### src/rtl/cpu_pkg.sv
// cpu_pkg: shared ALU opcode enum and datapath width for the ALU and MEM/WB stage
package cpu_pkg;

    localparam int DATA_W = 8;

    typedef enum logic [2:0] {
        OP_ADD   = 3'b000,
        OP_ADDI  = 3'b001,
        OP_XOR   = 3'b010,
        OP_LOAD  = 3'b011,
        OP_STORE = 3'b100,
        OP_JUMP  = 3'b101,
        OP_CMP   = 3'b110,
        OP_SHF   = 3'b111
    } alu_op_e;

endpackage

### src/rtl/mem_wb_stage.sv
// mem_wb_stage: register writeback, req/ack data-memory access, compare flag and jump redirect after the ALU
//   ex_*   : valid/ready instruction input from execute (op, result, zero, store data, rd)
//   dmem_* : request held until ack; rdata sampled on ack
//   wb_*   : one-cycle register-file write pulse
//   br_*   : one-cycle redirect pulse to fetch; cmp_flag is the live compare flag
module mem_wb_stage #(
    parameter int DATA_W     = cpu_pkg::DATA_W,
    parameter int REG_ADDR_W = 3,
    parameter int MEM_ADDR_W = 8
) (
    input  logic                  clk,
    input  logic                  reset,
    input  logic                  ex_valid,
    output logic                  ex_ready,
    input  logic [2:0]            ex_op,
    input  logic [DATA_W-1:0]     ex_result,
    input  logic                  ex_zero,
    input  logic [DATA_W-1:0]     ex_store_data,
    input  logic [REG_ADDR_W-1:0] ex_rd,
    output logic                  dmem_req,
    output logic                  dmem_we,
    output logic [MEM_ADDR_W-1:0] dmem_addr,
    output logic [DATA_W-1:0]     dmem_wdata,
    input  logic                  dmem_ack,
    input  logic [DATA_W-1:0]     dmem_rdata,
    output logic                  wb_we,
    output logic [REG_ADDR_W-1:0] wb_addr,
    output logic [DATA_W-1:0]     wb_data,
    output logic                  br_taken,
    output logic [DATA_W-1:0]     br_target,
    output logic                  cmp_flag
);
    import cpu_pkg::*;

    typedef enum logic [1:0] {IDLE, MEM, WB_LD} stage_e;

    stage_e                  state_q;
    logic [REG_ADDR_W-1:0]   rd_q;
    logic [DATA_W-1:0]       rdata_q;
    alu_op_e                 op;

    assign op       = alu_op_e'(ex_op);
    assign ex_ready = (state_q == IDLE);

    always_ff @(posedge clk or posedge reset) begin
        if (reset) begin
            state_q    <= IDLE;
            rd_q       <= '0;
            rdata_q    <= '0;
            cmp_flag   <= 1'b0;
            dmem_req   <= 1'b0;
            dmem_we    <= 1'b0;
            dmem_addr  <= '0;
            dmem_wdata <= '0;
            wb_we      <= 1'b0;
            wb_addr    <= '0;
            wb_data    <= '0;
            br_taken   <= 1'b0;
            br_target  <= '0;
        end else begin
            wb_we    <= 1'b0;
            br_taken <= 1'b0;
            case (state_q)
                IDLE: if (ex_valid) begin
                    case (op)
                        OP_ADD, OP_ADDI, OP_XOR, OP_SHF: begin
                            wb_we   <= 1'b1;
                            wb_addr <= ex_rd;
                            wb_data <= ex_result;
                        end
                        OP_CMP: cmp_flag <= ex_zero;
                        OP_JUMP: if (cmp_flag) begin
                            br_taken  <= 1'b1;
                            br_target <= ex_result;
                        end
                        default: begin
                            state_q    <= MEM;
                            rd_q       <= ex_rd;
                            dmem_req   <= 1'b1;
                            dmem_we    <= (op == OP_STORE);
                            dmem_addr  <= ex_result[MEM_ADDR_W-1:0];
                            dmem_wdata <= ex_store_data;
                        end
                    endcase
                end
                MEM: if (dmem_ack) begin
                    dmem_req <= 1'b0;
                    rdata_q  <= dmem_rdata;
                    state_q  <= dmem_we ? IDLE : WB_LD;
                end
                default: begin
                    wb_we   <= 1'b1;
                    wb_addr <= rd_q;
                    wb_data <= rdata_q;
                    state_q <= IDLE;
                end
            endcase
        end
    end

endmodule

### config.mk
export PLATFORM = sky130hd
export DESIGN_NAME = mem_wb_stage
export DESIGN_NICKNAME = d
export VERILOG_FILES = /design/src/rtl/cpu_pkg.sv /design/src/rtl/mem_wb_stage.sv
export SDC_FILE = /design/constraint.sdc
export NUM_CORES = 1
export LEC_CHECK = 0
export ABC_AREA = 1
export CAP_MARGIN = 0
export CORE_MARGIN = 2
export CORE_UTILIZATION = 46
export CTS_CLUSTER_DIAMETER = 60
export CTS_CLUSTER_SIZE = 10
export DETAILED_ROUTE_END_ITERATION = 10
export PLACE_DENSITY = 0.8
export SYNTH_ARGS = -nofsm -noshare
export SYNTH_HDL_FRONTEND = slang
export SYNTH_SLANG_ARGS = --single-unit
### constraint.sdc
create_clock -name clk -period 1.64 [get_ports clk]
set_input_delay 0.246 -clock clk [delete_from_list [all_inputs] [get_ports clk]]
set_output_delay 0.246 -clock clk [all_outputs]
set_load 0.01 [all_outputs]
; ---- Word level (Yosys, flattened, before mapping)
; Index checks and enable logic that the tools add are counted.
; W data, S select, Z words.
[word_totals]
wordCells = 60
inputBits = 35
ff_bits = 53
output_inout_bits = 41
[classes]
n_eq_ne = 11
bitwise_logic = 2
muxes = 22
n_reduce_logical = 12
[ops]
columns = op, n
row1 = $mux W8, 2
row2 = $pmux W8 S2, 1
row3 = $eq A3 B3 Y1 const B, 4
row4 = $reduce_and A3 Y1, 4
row5 = $mux W1, 9
row6 = $mux W2, 4
row7 = $reduce_and A4 Y1, 2
row8 = $mux W3, 2
row9 = $ne A2 B2 Y1 const B, 3
row10 = $pmux W3 S2, 1
row11 = $reduce_or A6 Y1, 1
row12 = $pmux W1 S2, 2
row13 = $pmux W2 S2, 1
row14 = $reduce_or A4 Y1, 1
row15 = $eq A3 B1 Y1 const B, 1
row16 = $eq A3 B2 Y1 const B, 1
row17 = $logic_not A3 Y1, 1
row18 = $eq A2 B1 Y1 const B, 1
row19 = $logic_not A2 Y1, 1
row20 = $ne A2 B1 Y1 const B, 1
row21 = $not A1 Y1, 2
row22 = $reduce_and A2 Y1, 1
row23 = $reduce_bool A2 Y1, 1

; ---- Longest topological paths before layout
[logic_depth]
depth_word = 5
depth_mapped = 7
ltp_nobuf = 6

; ---- Worst setup path after synthesis
; OpenSTA, ideal clock, no wires.
[synth_path]
kind = reg2reg
from = register state_q[0]
to = register br_target[0]
n_path_buf = 0
arrival_time_ns = 1.035
path_slack_ns = 0.488
synth_period_minus_slack_ns = 1.152
t_required_ns = 1.523
path_stages_with_launch = 7
setup_ns = 0.117
path_cell_list = dfrtp_1 > nor2_4 > nand2_2 > nor2_4 > inv_4 > nand2_1 > nand2_1
[synth_via]
elab_chain_len = 2
[synth_lines]
columns = item, line_no
row1 = start: declaration, mem_wb_stage.sv:37  ; stage_e state_q;
row2 = start signal: assignment, mem_wb_stage.sv:89  ; state_q <= dmem_we ? IDLE : WB_LD;
row3 = $logic_not A2 Y1, mem_wb_stage.sv:63  ; case (state_q)
row4 = $reduce_and A4 Y1 (no line), --
row5 = end signal: assignment, mem_wb_stage.sv:74  ; br_target <= ex_result;
row6 = end: declaration, mem_wb_stage.sv:30  ; output logic [DATA_W-1:0] br_target,
; No other way between the ends.
; A chain may end at the register's enable or synchronous reset.

; ---- Worst setup path in the final report
[layout_path]
from = register dmem_we
to = output dmem_we
[layout_lines]
columns = item, line_no
row1 = start: declaration, mem_wb_stage.sv:21  ; output logic dmem_we,
row2 = start signal: assignment, mem_wb_stage.sv:80  ; dmem_we <= (op == OP_STORE);
; No word-level cell between the ends.

==> metrics.csv <==
stage,metric,value,unit
outcome,status,"complete, no violations",
pwr,clock power share,16.5,%
yosys,Synth Warn #,0,
yosys,Mean Syn Cell Area,8.47,µm²
pwr,Int Pwr,0.00278,W
timing,Max Slew Vio Count,0,
grt,first-pass GRT wire length,9490,µm
cts,Hold Buf Count CTS,0,
min_path,Hold Path Class,input port to async pin,
floorplanning,chip height,75.4,µm
placed_design,hpwl dp,4230,µm
pwr,reported net switching power,0.00130,W
setup_path,WS Path Type,flop to primary output,
cts,CTS tree,done,
placed_design,placed cells,418,
final_layout,# diodes,0,
route,Avg Vias per Cell,5.09,
final_layout,number of filler cells placed in the layout,405,
floorplanning,# IOs,76,
route,Starting DRT DRC Count,106,
pwr,Leakage,1.65,nW
yosys,post-synthesis cell type count,17,
final_layout,share of cells above drive strength 1,9.50,%
grt,grt ovf,0,
cts,Num Clock Sinks,53,
setup_path,CP required,1390,ps
timing,"Worst Setup Slack, final",163,ps
floorplanning,Core ar.,4820,µm²
placed_design,gpl congestion,0.795,
timing,"Setup violations, final",0,
setup_path,CP Launch Type,flop,
setup_path,Critical Path Fanout Max,3,
timing,Fin. Hold Viols,0,
route,Final ANT Viol Nets,0,
pwr,Flop pwr share,47.1,%
yosys,syn nets,312,
timing,RSZ-0062 raised after global routing,false,
pwr,Sw Ratio,31.9,%
final_layout,Nets,394,
floorplanning,row count,25,
setup_path,max incr delay on CP,550,ps
pwr,pwr/cell area,1250,nW/µm²
yosys,"Seq/Total Area, Yosys",56.5,%
final_layout,area grow syn2layout,39.6,%
yosys,synthesized area,2350,µm²
run,max cap viols,0,
timing,relative slew slack,74.6,%
route,Vias,2162,
floorplanning,die area,5690,µm²
yosys,Mapped Cells,277,
timing,Peak Freq,677,MHz
setup_path,"delay-heaviest family, CP",buffers and inverters,
grt,pin count of the biggest net entering global routing,54,
timing,Worst-Margin Slew,380,ps
floorplanning,Die Wd,75.4,µm
route,Routed WL per cell,13.7,µm
setup_path,Worst Path Arrival,1230,ps
yosys,#FFs+latches synth,53,
pwr,peak supply drop,0.000702,V
floorplanning,initial core utilization,48.7,%
cts,Clock transition at path regs,90,ps
placed_design,pre-CTS setup slack,-23.7,ps
timing,Final Skew,4.33,ps
cts,CTS max path bufs,2,
cts,Root Buffer,clkbuf_8,
cts,htree depth,2,
pwr,total power,0.00408,W
grt,Total GRT Usage,22.0,%
route,DRC Markers,0,
final_layout,highest-count cells in the layout ignoring fill and taps,"nand2_1, clkdlybuf4s50_1, dfrtp_1, nand4_1, o21ai_0",
timing,Period minus WS final,1480,ps
placed_design,Placement Cell Area,3200,µm²
placed_design,# port buffers,75,
final_layout,Finished Layout Cells,425,
setup_path,number of buffers and inverters on the critical path,1,
grt,number of global-route vias before repair,2049,
route,final wirelength,5840,µm
cts,total CTS buffers,5,
setup_path,Crit. End Element,primary output,
final_layout,"commonest non-fill, non-tap cell in the layout",nand2_1,
grt,initial antenna violation count,0,
timing,Final Cycle Share,90.1,%
cts,clock latency on the worst-skew pair,300,ps
pwr,Comb pwr share,36.4,%
route,drt pass-1 iters,4,
setup_path,"Slowest-stage cell, CP",clkdlybuf4s50_1,
final_layout,Final Cell Area,3280,µm²
setup_path,CP cell instances,clkdlybuf4s50_1,
==> through the flow <==
step                hold slack [ps]  setup TNS (ps)  utilization (%)
finish                          310               0             68.0
global route                    360               0             68.0
CTS                             327               0             68.0
detailed placement              457            -115             66.4
global placement                451               0             66.4
floorplan                       353               0                -
==> cells by family (layout without fill, tap and decap cells) <==
group | Yosys count | after routing | synth area share, %
buffers and inverters | 24 | 105 | 5.76
AOI/OAI and AO/OA | 14 | 14 | 2.99
and+or+nand+nor | 186 | 186 | 34.8
DFF | 53 | 53 | 56.5
==> power by group through the flow <==
| stage | clock network, W | registers (W) | logic (W) |
|---|---|---|---|
| after floorplan | 0 | 0.00204 | 0.000522 |
| after global placement | 0 | 0.00193 | 0.00145 |
| after detailed placement | 0 | 0.00194 | 0.00149 |
| after CTS | 0.000690 | 0.00192 | 0.00150 |
| after global routing | 0.000743 | 0.00196 | 0.00164 |
| final | 0.000676 | 0.00192 | 0.00149 |
==> state kept, by name, indices dropped and copies added (netlist names), 2 cells and up <==
name	count
wb_addr	3
rd_q	3
dmem_addr	8
br_target	8
dmem_wdata	8
wb_data	8
state_q	2
rdata_q	8
==> worst register-to-register path: stages, from the launching register on <==
cell     delay, ps
dfrtp_1        420
nor2_4         150
buf_4          150
nand2_2         80
nor2_4         250
buf_4          180
nand2_1         50
nand2_1         70
==> metal layers <==
layer	part of all wire (%)	GRT usage (%)	vias up	routed length [µm]
met1	44	29.8	1028	2550
met3	5.2	3.17	8	306
met5	0	0	-	0
li1	-	-	1046	-
met2	50	37.3	80	2910
met4	1.3	6.04	0	73
==> synth_stat cells <==
cell	instances	area (µm²)
nand3_2	4	40.0
buf_4	4	30.0
o21ai_0	14	70.1
inv_1	7	26.3
clkbuf_1	3	11.3
inv_4	1	6.26
nand4_1	21	131
buf_2	4	20.0
nand3_1	12	60.1
nand2_2	3	18.8
buf_6	3	33.8
nand2_1	139	522
nor2_1	4	15.0
inv_2	2	7.51
nor2_2	1	6.26
dfrtp_1	53	1330
nor2_4	2	22.5
==> worst paths after layout <==
path / startpoint / endpoint / slack (ps) / cells past startpoint
worst max-delay path: dmem_we$_DFFE_PP0P_ / dmem_we / 160 / 1
worst min-delay path: reset / wb_addr[0]$_DFFE_PP0P_ / 310 / 3
worst max register to register: state_q[1]$_DFFE_PP0P_ / br_target[6]$_DFFE_PP0P_ / 230 / 7
worst min register to register: dmem_addr[1]$_DFFE_PP0P_ / dmem_addr[1]$_DFFE_PP0P_ / 480 / 2
max in group asynchronous: reset / rdata_q[1]$_DFFE_PP0P_ / 1090 / 3
min in group clk: dmem_rdata[6] / rdata_q[6]$_DFFE_PP0P_ / 480 / 3
==> layout make-up <==
| class | instances | area [µm²] | area share (%) |
|---|---|---|---|
| clock inverter | 1 | 5.00 | 0.153 |
| multi-input combinational | 200 | 886 | 27.0 |
| inverter | 10 | 40.0 | 1.22 |
| sequential | 53 | 1330 | 40.5 |
| clock buffer | 5 | 68.8 | 2.10 |
| tap | 67 | 83.8 | 2.56 |
| timing repair buffer | 89 | 867 | 26.5 |
==> what timing repair did <==
| item | CTS | global route |
|---|---|---|
| buffers inserted | 1 | 0 |
| gates resized for setup | 1 | 0 |
| setup endpoints to repair | 1 | 0 |
(Power assumes the default switching activity.)
